==> config.mk <==
export PLATFORM = sky130hd
export DESIGN_NAME = mem_port_arbiter
export DESIGN_NICKNAME = d
export VERILOG_FILES = /design/src/rtl/core_mem_pkg.sv /design/src/rtl/mem_arb_pick.sv /design/src/rtl/mem_port_arbiter.sv
export SDC_FILE = /design/constraint.sdc
export NUM_CORES = 1
export LEC_CHECK = 0
export CORE_AREA = 2 2 96 98
export DETAILED_ROUTE_END_ITERATION = 8
export DIE_AREA = 0 0 98 100
export PLACE_DENSITY = 0.73
export SYNTH_ARGS = -nofsm -noshare
export SYNTH_HDL_FRONTEND = slang
export SYNTH_SLANG_ARGS = --single-unit
==> constraint.sdc <==
create_clock -name clk -period 2.4 [get_ports clk]
set_clock_uncertainty 0.15 [all_clocks]
set_input_delay 0.24 -clock clk [delete_from_list [all_inputs] [get_ports clk]]
set_output_delay 0.24 -clock clk [all_outputs]
set_load 0.02 [all_outputs]
==> src/rtl/core_mem_pkg.sv <==
// Shared types and helpers for the fetch/data memory port arbiter.
package core_mem_pkg;

  typedef enum logic [1:0] {
    IDLE,
    ACCESS,
    RESP
  } arb_state_t;

  typedef enum logic [1:0] {
    GNT_NONE,
    GNT_IF,
    GNT_MA
  } arb_grant_t;

  localparam int MEM_LATENCY_DEF = 2;

  // Width of a counter that must hold values up to the memory latency.
  function automatic int lat_cnt_w(input int latency);
    return (latency < 1) ? 1 : $clog2(latency + 1);
  endfunction

  localparam int LAT_CNT_W_DEF = $clog2(MEM_LATENCY_DEF + 1);

endpackage

==> src/rtl/mem_arb_pick.sv <==
// Winner select between fetch and data stage. The data stage normally wins
// because it belongs to the older instruction; a starved fetch overrides it.
module mem_arb_pick
  import core_mem_pkg::*;
(
  input  logic       if_req,
  input  logic       ma_req,
  input  logic       starved,
  output arb_grant_t grant
);

  // Data stage first unless the fetch has waited out its starvation budget.
  always_comb begin
    grant = GNT_NONE;
    if (ma_req && !(starved && if_req)) begin
      grant = GNT_MA;
    end else if (if_req) begin
      grant = GNT_IF;
    end
  end

endmodule

==> src/rtl/mem_port_arbiter.sv <==
// Shares one single-ported memory between instruction fetch and the data
// stage: serialises requests, sequences the access, returns read data and
// drives per-requester stalls.
//
//  state  | meaning
//  -------+-----------------------------------------------------------------
//  IDLE   | no access in flight; a pending request is granted this cycle
//  ACCESS | mem_addr held for the read latency, or one cycle of mem_we=1
//  RESP   | winner's valid pulses; new requests are not looked at
module mem_port_arbiter
  import core_mem_pkg::*;
#(
  parameter int ADDR_W       = 16,
  parameter int DATA_W       = 16,
  parameter int MEM_LATENCY  = 2,
  parameter int STARVE_LIMIT = 4
) (
  input  logic              clk,
  input  logic              rst_n,
  input  logic              if_req,
  input  logic [ADDR_W-1:0] if_addr,
  output logic [DATA_W-1:0] if_rdata,
  output logic              if_valid,
  output logic              if_stall,
  input  logic              ma_req,
  input  logic              ma_we,
  input  logic [ADDR_W-1:0] ma_addr,
  input  logic [DATA_W-1:0] ma_wdata,
  output logic [DATA_W-1:0] ma_rdata,
  output logic              ma_valid,
  output logic              ma_stall,
  output logic [ADDR_W-1:0] mem_addr,
  output logic [DATA_W-1:0] mem_wdata,
  output logic              mem_we,
  input  logic [DATA_W-1:0] mem_rdata
);

  localparam int LAT_W  = lat_cnt_w(MEM_LATENCY);
  localparam int SCNT_W = $clog2(STARVE_LIMIT + 1);
  localparam logic [LAT_W-1:0]  LAT_INIT  = LAT_W'(MEM_LATENCY - 1);
  localparam logic [SCNT_W-1:0] SCNT_MAX  = SCNT_W'(STARVE_LIMIT);

  arb_state_t        state, state_nxt;
  arb_grant_t        pick, grant_q;
  logic [LAT_W-1:0]  lat_cnt;
  logic [SCNT_W-1:0] starve_cnt;
  logic              starved;
  logic              load;
  logic              to_resp;

  assign starved  = (starve_cnt == SCNT_MAX);
  assign if_stall = if_req & ~if_valid;
  assign ma_stall = ma_req & ~ma_valid;

  mem_arb_pick u_pick (
    .if_req  (if_req),
    .ma_req  (ma_req),
    .starved (starved),
    .grant   (pick)
  );

  // State register.
  always_ff @(posedge clk or negedge rst_n) begin
    if (!rst_n) state <= IDLE;
    else        state <= state_nxt;
  end

  // Next state; a store leaves ACCESS after its single write cycle, a read
  // once the latency counter has run down.
  always_comb begin
    state_nxt = state;
    load      = 1'b0;
    to_resp   = 1'b0;
    unique case (state)
      IDLE: begin
        if (pick != GNT_NONE) begin
          state_nxt = ACCESS;
          load      = 1'b1;
        end
      end
      ACCESS: begin
        if (mem_we || (lat_cnt == '0)) begin
          state_nxt = RESP;
          to_resp   = 1'b1;
        end
      end
      RESP:    state_nxt = IDLE;
      default: state_nxt = IDLE;
    endcase
  end

  // Read latency down-counter; terminal count zero marks the capture cycle.
  always_ff @(posedge clk or negedge rst_n) begin
    if (!rst_n) begin
      lat_cnt <= '0;
    end else if (load) begin
      lat_cnt <= LAT_INIT;
    end else if ((state == ACCESS) && !mem_we && (lat_cnt != '0)) begin
      lat_cnt <= lat_cnt - LAT_W'(1);
    end
  end

  // Starvation count of data grants taken while a fetch waits; saturates.
  always_ff @(posedge clk or negedge rst_n) begin
    if (!rst_n) begin
      starve_cnt <= '0;
    end else if (state == IDLE) begin
      if (!if_req || (pick == GNT_IF)) begin
        starve_cnt <= '0;
      end else if ((pick == GNT_MA) && !starved) begin
        starve_cnt <= starve_cnt + SCNT_W'(1);
      end
    end
  end

  // Memory-side and requester-side registers; inputs are sampled only at grant.
  always_ff @(posedge clk or negedge rst_n) begin
    if (!rst_n) begin
      grant_q   <= GNT_NONE;
      mem_addr  <= '0;
      mem_wdata <= '0;
      mem_we    <= 1'b0;
      if_rdata  <= '0;
      ma_rdata  <= '0;
      if_valid  <= 1'b0;
      ma_valid  <= 1'b0;
    end else begin
      if_valid <= 1'b0;
      ma_valid <= 1'b0;
      if (load) begin
        grant_q  <= pick;
        mem_addr <= (pick == GNT_MA) ? ma_addr : if_addr;
        if ((pick == GNT_MA) && ma_we) begin
          mem_we    <= 1'b1;
          mem_wdata <= ma_wdata;
        end
      end
      if (to_resp) begin
        mem_we   <= 1'b0;
        if_valid <= (grant_q == GNT_IF);
        ma_valid <= (grant_q == GNT_MA);
        if (!mem_we) begin
          if (grant_q == GNT_IF) if_rdata <= mem_rdata;
          if (grant_q == GNT_MA) ma_rdata <= mem_rdata;
        end
      end
    end
  end

endmodule
# [Yosys cells after proc, flatten, opt, wreduce, memory -nomap -nowiden]
# Cells that the tools add are included.
[word_totals] reg_bits=76 output_inout_bits=69
[op_classes] add_sub_neg=2 eq_ne=8 n_mux=19 n_bitwise=5 n_reduce_logical=26
[ops] operator="2-to-1 mux 16 bit" n=1
[ops] operator="nonzero test 2 bit" n=6
[ops] operator="2-to-1 mux 1 bit" n=10
[ops] operator="2-to-1 mux 2 bit" n=5
[ops] operator="AND reduction 2 bit" n=4
[ops] operator="equality test 2 x 1 -> 1 bit (second input constant)" n=3
[ops] operator="logical AND 1 bit" n=6
[ops] operator="2-to-1 mux 3 bit" n=2
[ops] operator="AND reduction 3 bit" n=2
[ops] operator="equality test 2 bit (second input constant)" n=2
[ops] operator="logical NOT 1 bit" n=4
[ops] operator="logical NOT 2 bit" n=2
[ops] operator="!= test 2 bit (second input constant)" n=2
[ops] operator="one-hot mux 2 bit (2 select lines)" n=1
[ops] operator="adder 3 x 1 -> 3 bit (second input constant)" n=1
[ops] operator="equality test 3 bit (second input constant)" n=1
[ops] operator="inverter 1 bit" n=3
[ops] operator="AND 1 bit" n=2
[ops] operator="logical OR 1 bit" n=2
[ops] operator="subtractor 2 x 1 -> 2 bit (second input constant)" n=1

# [Depth between registers and ports, before layout]
[depth] ltp_word=10 depth_mapped=8

# [Cells and area by module]
# A second synthesis with hierarchy kept.
[unflattened] hier_cells=213 hier_area_um2=3409.5
[modules_own_cells] mod="mem_port_arbiter" n_inst=1 cells_per_inst=210 area_each_um2=3390.8
[modules_own_cells] mod="mem_arb_pick" n_inst=1 cells_per_inst=3 area_each_um2=18.8

# [Worst setup path after synthesis]
# No wires, ideal clock.
[synth_path] path_type="register to register" startpoint="register lat_cnt[0]" endpoint="register if_rdata[10]" setup_time_ns=0.125 t_arrival_ns=1.459 required_ns=2.125 slack_ns=0.666 path_stages_with_launch=7 n_path_buf=1 cell_sequence="dfrtp_1 -> inv_1 -> ha_1 -> and4bb_4 -> nand3b_4 -> buf_6 -> mux2_4"
[synth_between] elab_chain_cells=5
[synth_lines] element="from (decl)" line_no="mem_port_arbiter.sv:45" text="logic [LAT_W-1:0] lat_cnt;"
[synth_lines] element="from (signal assigned)" line_no="mem_port_arbiter.sv:99" text="lat_cnt <= lat_cnt - LAT_W'(1);"
[synth_lines] element="logical NOT 2 bit" line_no="mem_port_arbiter.sv:82" text="if (mem_we || (lat_cnt == '0)) begin"
[synth_lines] element="logical OR 1 bit" line_no="mem_port_arbiter.sv:82"
[synth_lines] element="2-to-1 mux 1 bit" line_no="mem_port_arbiter.sv:82"
[synth_lines] element="2-to-1 mux 1 bit" line_no="mem_port_arbiter.sv:74" text="unique case (state)"
[synth_lines] element="AND reduction 3 bit (no source line)"
[synth_lines] element="to (signal assigned)" line_no="mem_port_arbiter.sv:143" text="if (grant_q == GNT_IF) if_rdata <= mem_rdata;"
[synth_lines] element="to (decl)" line_no="mem_port_arbiter.sv:22" text="output logic [DATA_W-1:0] if_rdata,"
# Every way passes these cells.
# A chain may end at the register's enable or synchronous reset.

# [Final worst setup path]
[layout_path] startpoint="input if_req" endpoint="output if_stall"
[layout_between] elab_chain_cells=1
[layout_lines] element="from (decl)" line_no="mem_port_arbiter.sv:20" text="input logic if_req,"
[layout_lines] element="AND 1 bit" line_no="mem_port_arbiter.sv:52" text="assign if_stall = if_req & ~if_valid;"
[layout_lines] element="to (decl)" line_no="mem_port_arbiter.sv:24" text="output logic if_stall,"
# Every way passes these cells.

==> metrics.md <==
| Metric | Value |
|---|---|
| Root buf cell | `clkbuf_8` |
| Lkg Pwr | `0.002239 uW` |
| Final hold viol count | `0` |
| Setup TNS | `0 ns` |
| Crit path kind | `in -> out` |
| Most common cell in the netlist | `dfrtp_1` |
| Switching power | `2439 uW` |
| CP Data Arrival Time | `1.66 ns` |
| Post-layout nets | `467` |
| Post-synth EDFFs | `0` |
| Area delta synth->final | `51.19%` |
| Syn Inst Count | `251` |
| Routed vias | `2,549` |
| Total CTS buffers | `9` |
| Gr busiest metal | `met2` |
| Hold/Removal Path Class | `in -> async` |
| Core Box Area | `8890 um^2` |
| Ys async rst share | `1.000` |
| Vias in the first global route | `2,625` |
| Status | `completed` |
| Postcts setup bufs | `0` |
| Sw frac | `0.3577` |
| Setup slack after layout | `0.3497 ns` |
| Longest Clk Path Bufs | `2` |
| First drt pass iteration count | `4` |
| FP Rows | `35` |
| Crit path max fanout | `6` |
| Worst Tran Pin Value | `0.6069 ns` |
| Sequential Power Share | `0.337` |
| DP Wirelength | `5.931 mm` |
| Area contributors post-synth | `dfrtp_1 56%, mux2_1 9.3%, mux2_4 8.8%` |
| Register bit total from synthesis | `76` |
| Pin count of the biggest net entering global routing | `45` |
| Initial Util | `0.3830` |
| Worst setup SP type | `input pin` |
| Maximum vdd drop | `536.9 uV` |
| First-pass GRT wire length | `13.32 mm` |
| Commonest cells post-synth | `76 x dfrtp_1, 28 x mux2_1, 23 x inv_1, 20 x mux2_4, 18 x nand3_1` |
| Mapped Area | `3405 um^2` |
| Post-synthesis sequential area ratio | `0.5586` |
| Synth area leader | `dfrtp_1` |
| Rel. slew slack | `0.5954` |
| Starting DRT DRC Count | `77` |
| Combinational Power Share | `0.492` |
| Avg Inst Size Synth | `13.56 um^2` |
| CP endpoint kind | `primary output` |
| Synth warn | `0` |
| Maximum clock rate | `487.7 MHz` |
| Chip width | `98 um` |
| Top-area cell type share of the netlist area | `0.5586` |
| Internal | `4379 uW` |
| Drt via density | `4.998` |
| Diodes inserted | `0` |
| Routed Antenna Nets | `0` |
| M1 GR Usage | `0.2247` |
| Clock Latency Late Sink | `0.34 ns` |
| Cell variety after synth | `35` |
| Max-slew violation count | `0` |
| Power per cell area | `1324 nW/um^2` |
| H-tree depth | `3` |
| RSZ-0062 raised after global routing | `false` |
| Met3 usage | `0.04387` |
| Final total power | `6818 uW` |
| Placer Congestion | `0.7556` |
| Met2 Track Usage GR | `0.2782` |
| Final Critical Period | `2.050 ns` |
| Final setup violation count | `0` |
| Synth Net Count | `323` |
| CTS tree | `yes` |
| # clock sinks | `76` |
| IO buf count | `137` |
| Residual DRC | `0` |
| Die height | `100 um` |
| Initial antenna violation count | `0` |
| WL/cell | `15.79 um` |
| Max-Cap Viols | `0` |
| Share of layout cells above drive strength 1 | `0.1604` |
| Clock-pin slew on the worst setup and hold paths | `0.08 ns` |
| Die area | `9800 um^2` |
| Ratio of final minimum period to clock period | `0.8543` |
| GRT overflow | `0` |
| DRT Wirelength | `8.053 mm` |
| Top FF cell, synth | `dfrtp_1` |
| I/O pin count | `138` |
| Pre-CTS setup slack | `0.2461 ns` |
| All-Layer GR Usage | `0.1705` |
| Clk pwr share | `0.171` |
| Req. time, crit path | `2.01 ns` |
kinds of logic (layout without fill, tap and decap cells):
logic type                 Yosys count  count (layout)  share of synthesized area
DFF                                 76              76                     0.5586
and+or+nand+nor                     57              57                     0.1136
muxes                               48              48                     0.1808
buffers and inverters               40             188                    0.05549
AOI/OAI and AO/OA                   26              26                    0.07791
adders and majority gates            3               3                    0.01103
xor gates and xnor gates             1               1                   0.002573
through the flow:
step	utilization	cells	hold WS, ns	instance area [um^2]
2_1_floorplan	-	251	-0.2056	3405
3_3_place_gp	0.5512	494	0.1122	4900
3_5_place_dp	0.5512	494	0.1178	4900
4_1_cts	0.5790	510	0.2768	5147
5_1_grt	0.5790	510	0.3118	5147
6_report	0.5790	510	0.2643	5147
cells in the final DEF, fill, tap and decap left out, types with 4 or more instances in the layout:
| cell | netlist | final |
|---|---|---|
| clkdlybuf4s50_1 | 0 | 136 |
| dfrtp_1 | 76 | 76 |
| mux2_1 | 28 | 28 |
| inv_1 | 23 | 23 |
| mux2_4 | 20 | 20 |
| nand3_1 | 18 | 18 |
| nand4_1 | 17 | 17 |
| buf_4 | 0 | 13 |
| o221ai_2 | 9 | 9 |
| clkbuf_8 | 0 | 9 |
| o221ai_1 | 7 | 7 |
| nand2_1 | 4 | 4 |
registers in the layout, summed over array words and instances, names as in the netlist:
name        flops
starve_cnt      3
ma_valid        1
lat_cnt         2
ma_rdata       16
mem_addr       16
mem_we          1
state           2
if_rdata       16
if_valid        1
mem_wdata      16
grant_q         2
path summary, 6_finish.rpt:
kind / startpoint / to / slack, ns / depth (start not counted)
min in group clk: ma_wdata[13] / mem_wdata[13]$_DFFE_PN0P_ / 0.33 / 2
worst min register to register: ma_rdata[4]$_DFFE_PN0P_ / ma_rdata[4]$_DFFE_PN0P_ / 0.34 / 1
max in group asynchronous: rst_n / mem_addr[15]$_DFFE_PN0P_ / 1.17 / 3
worst min-delay path: rst_n / ma_rdata[9]$_DFFE_PN0P_ / 0.26 / 2
worst max-delay path: if_req / if_stall / 0.35 / 3
worst max register to register: lat_cnt[0]$_DFFE_PN0P_ / ma_rdata[3]$_DFFE_PN0P_ / 0.49 / 5
layer usage:
layer	up-vias	routed length, um	part of all wire
li1	1194	-	-
met1	1254	3582	0.44
met2	91	3851	0.48
met3	10	519	0.064
met4	0	99	0.012
met5	-	0	0
layout make-up:
type                       count  area [um^2]
fill                         733         3742
sequential                    76         1902
timing repair buffer         150         1469
multi-input combinational    135         1314
tap                          111        138.9
clock buffer                   9        123.9
clock inverter                 6        113.9
inverter                      23        86.33
power by group through the flow:
stage | Combinational [uW] | Clock (uW) | Sequential, uW
detailed placement | 3390 | 0 | 2320
global placement | 3350 | 0 | 2290
CTS | 3400 | 1200 | 2300
global route | 3580 | 1260 | 2390
floorplan | 1170 | 0 | 2970
finish | 3360 | 1160 | 2300
critical path, cell delays in order:
cell             delay [ns]
clkdlybuf4s50_1        0.57
nor2b_1                0.20
clkdlybuf4s50_1        0.65
timing repair:
item | 4_1_cts | 5_1_grt
endpoints found under the hold margin | 42 | 0
resized for setup | 0 | 0
endpoints found under the setup margin | 0 | 0
hold buffers | 1 | 0
Note: power is estimated with default switching activity, not from simulation.
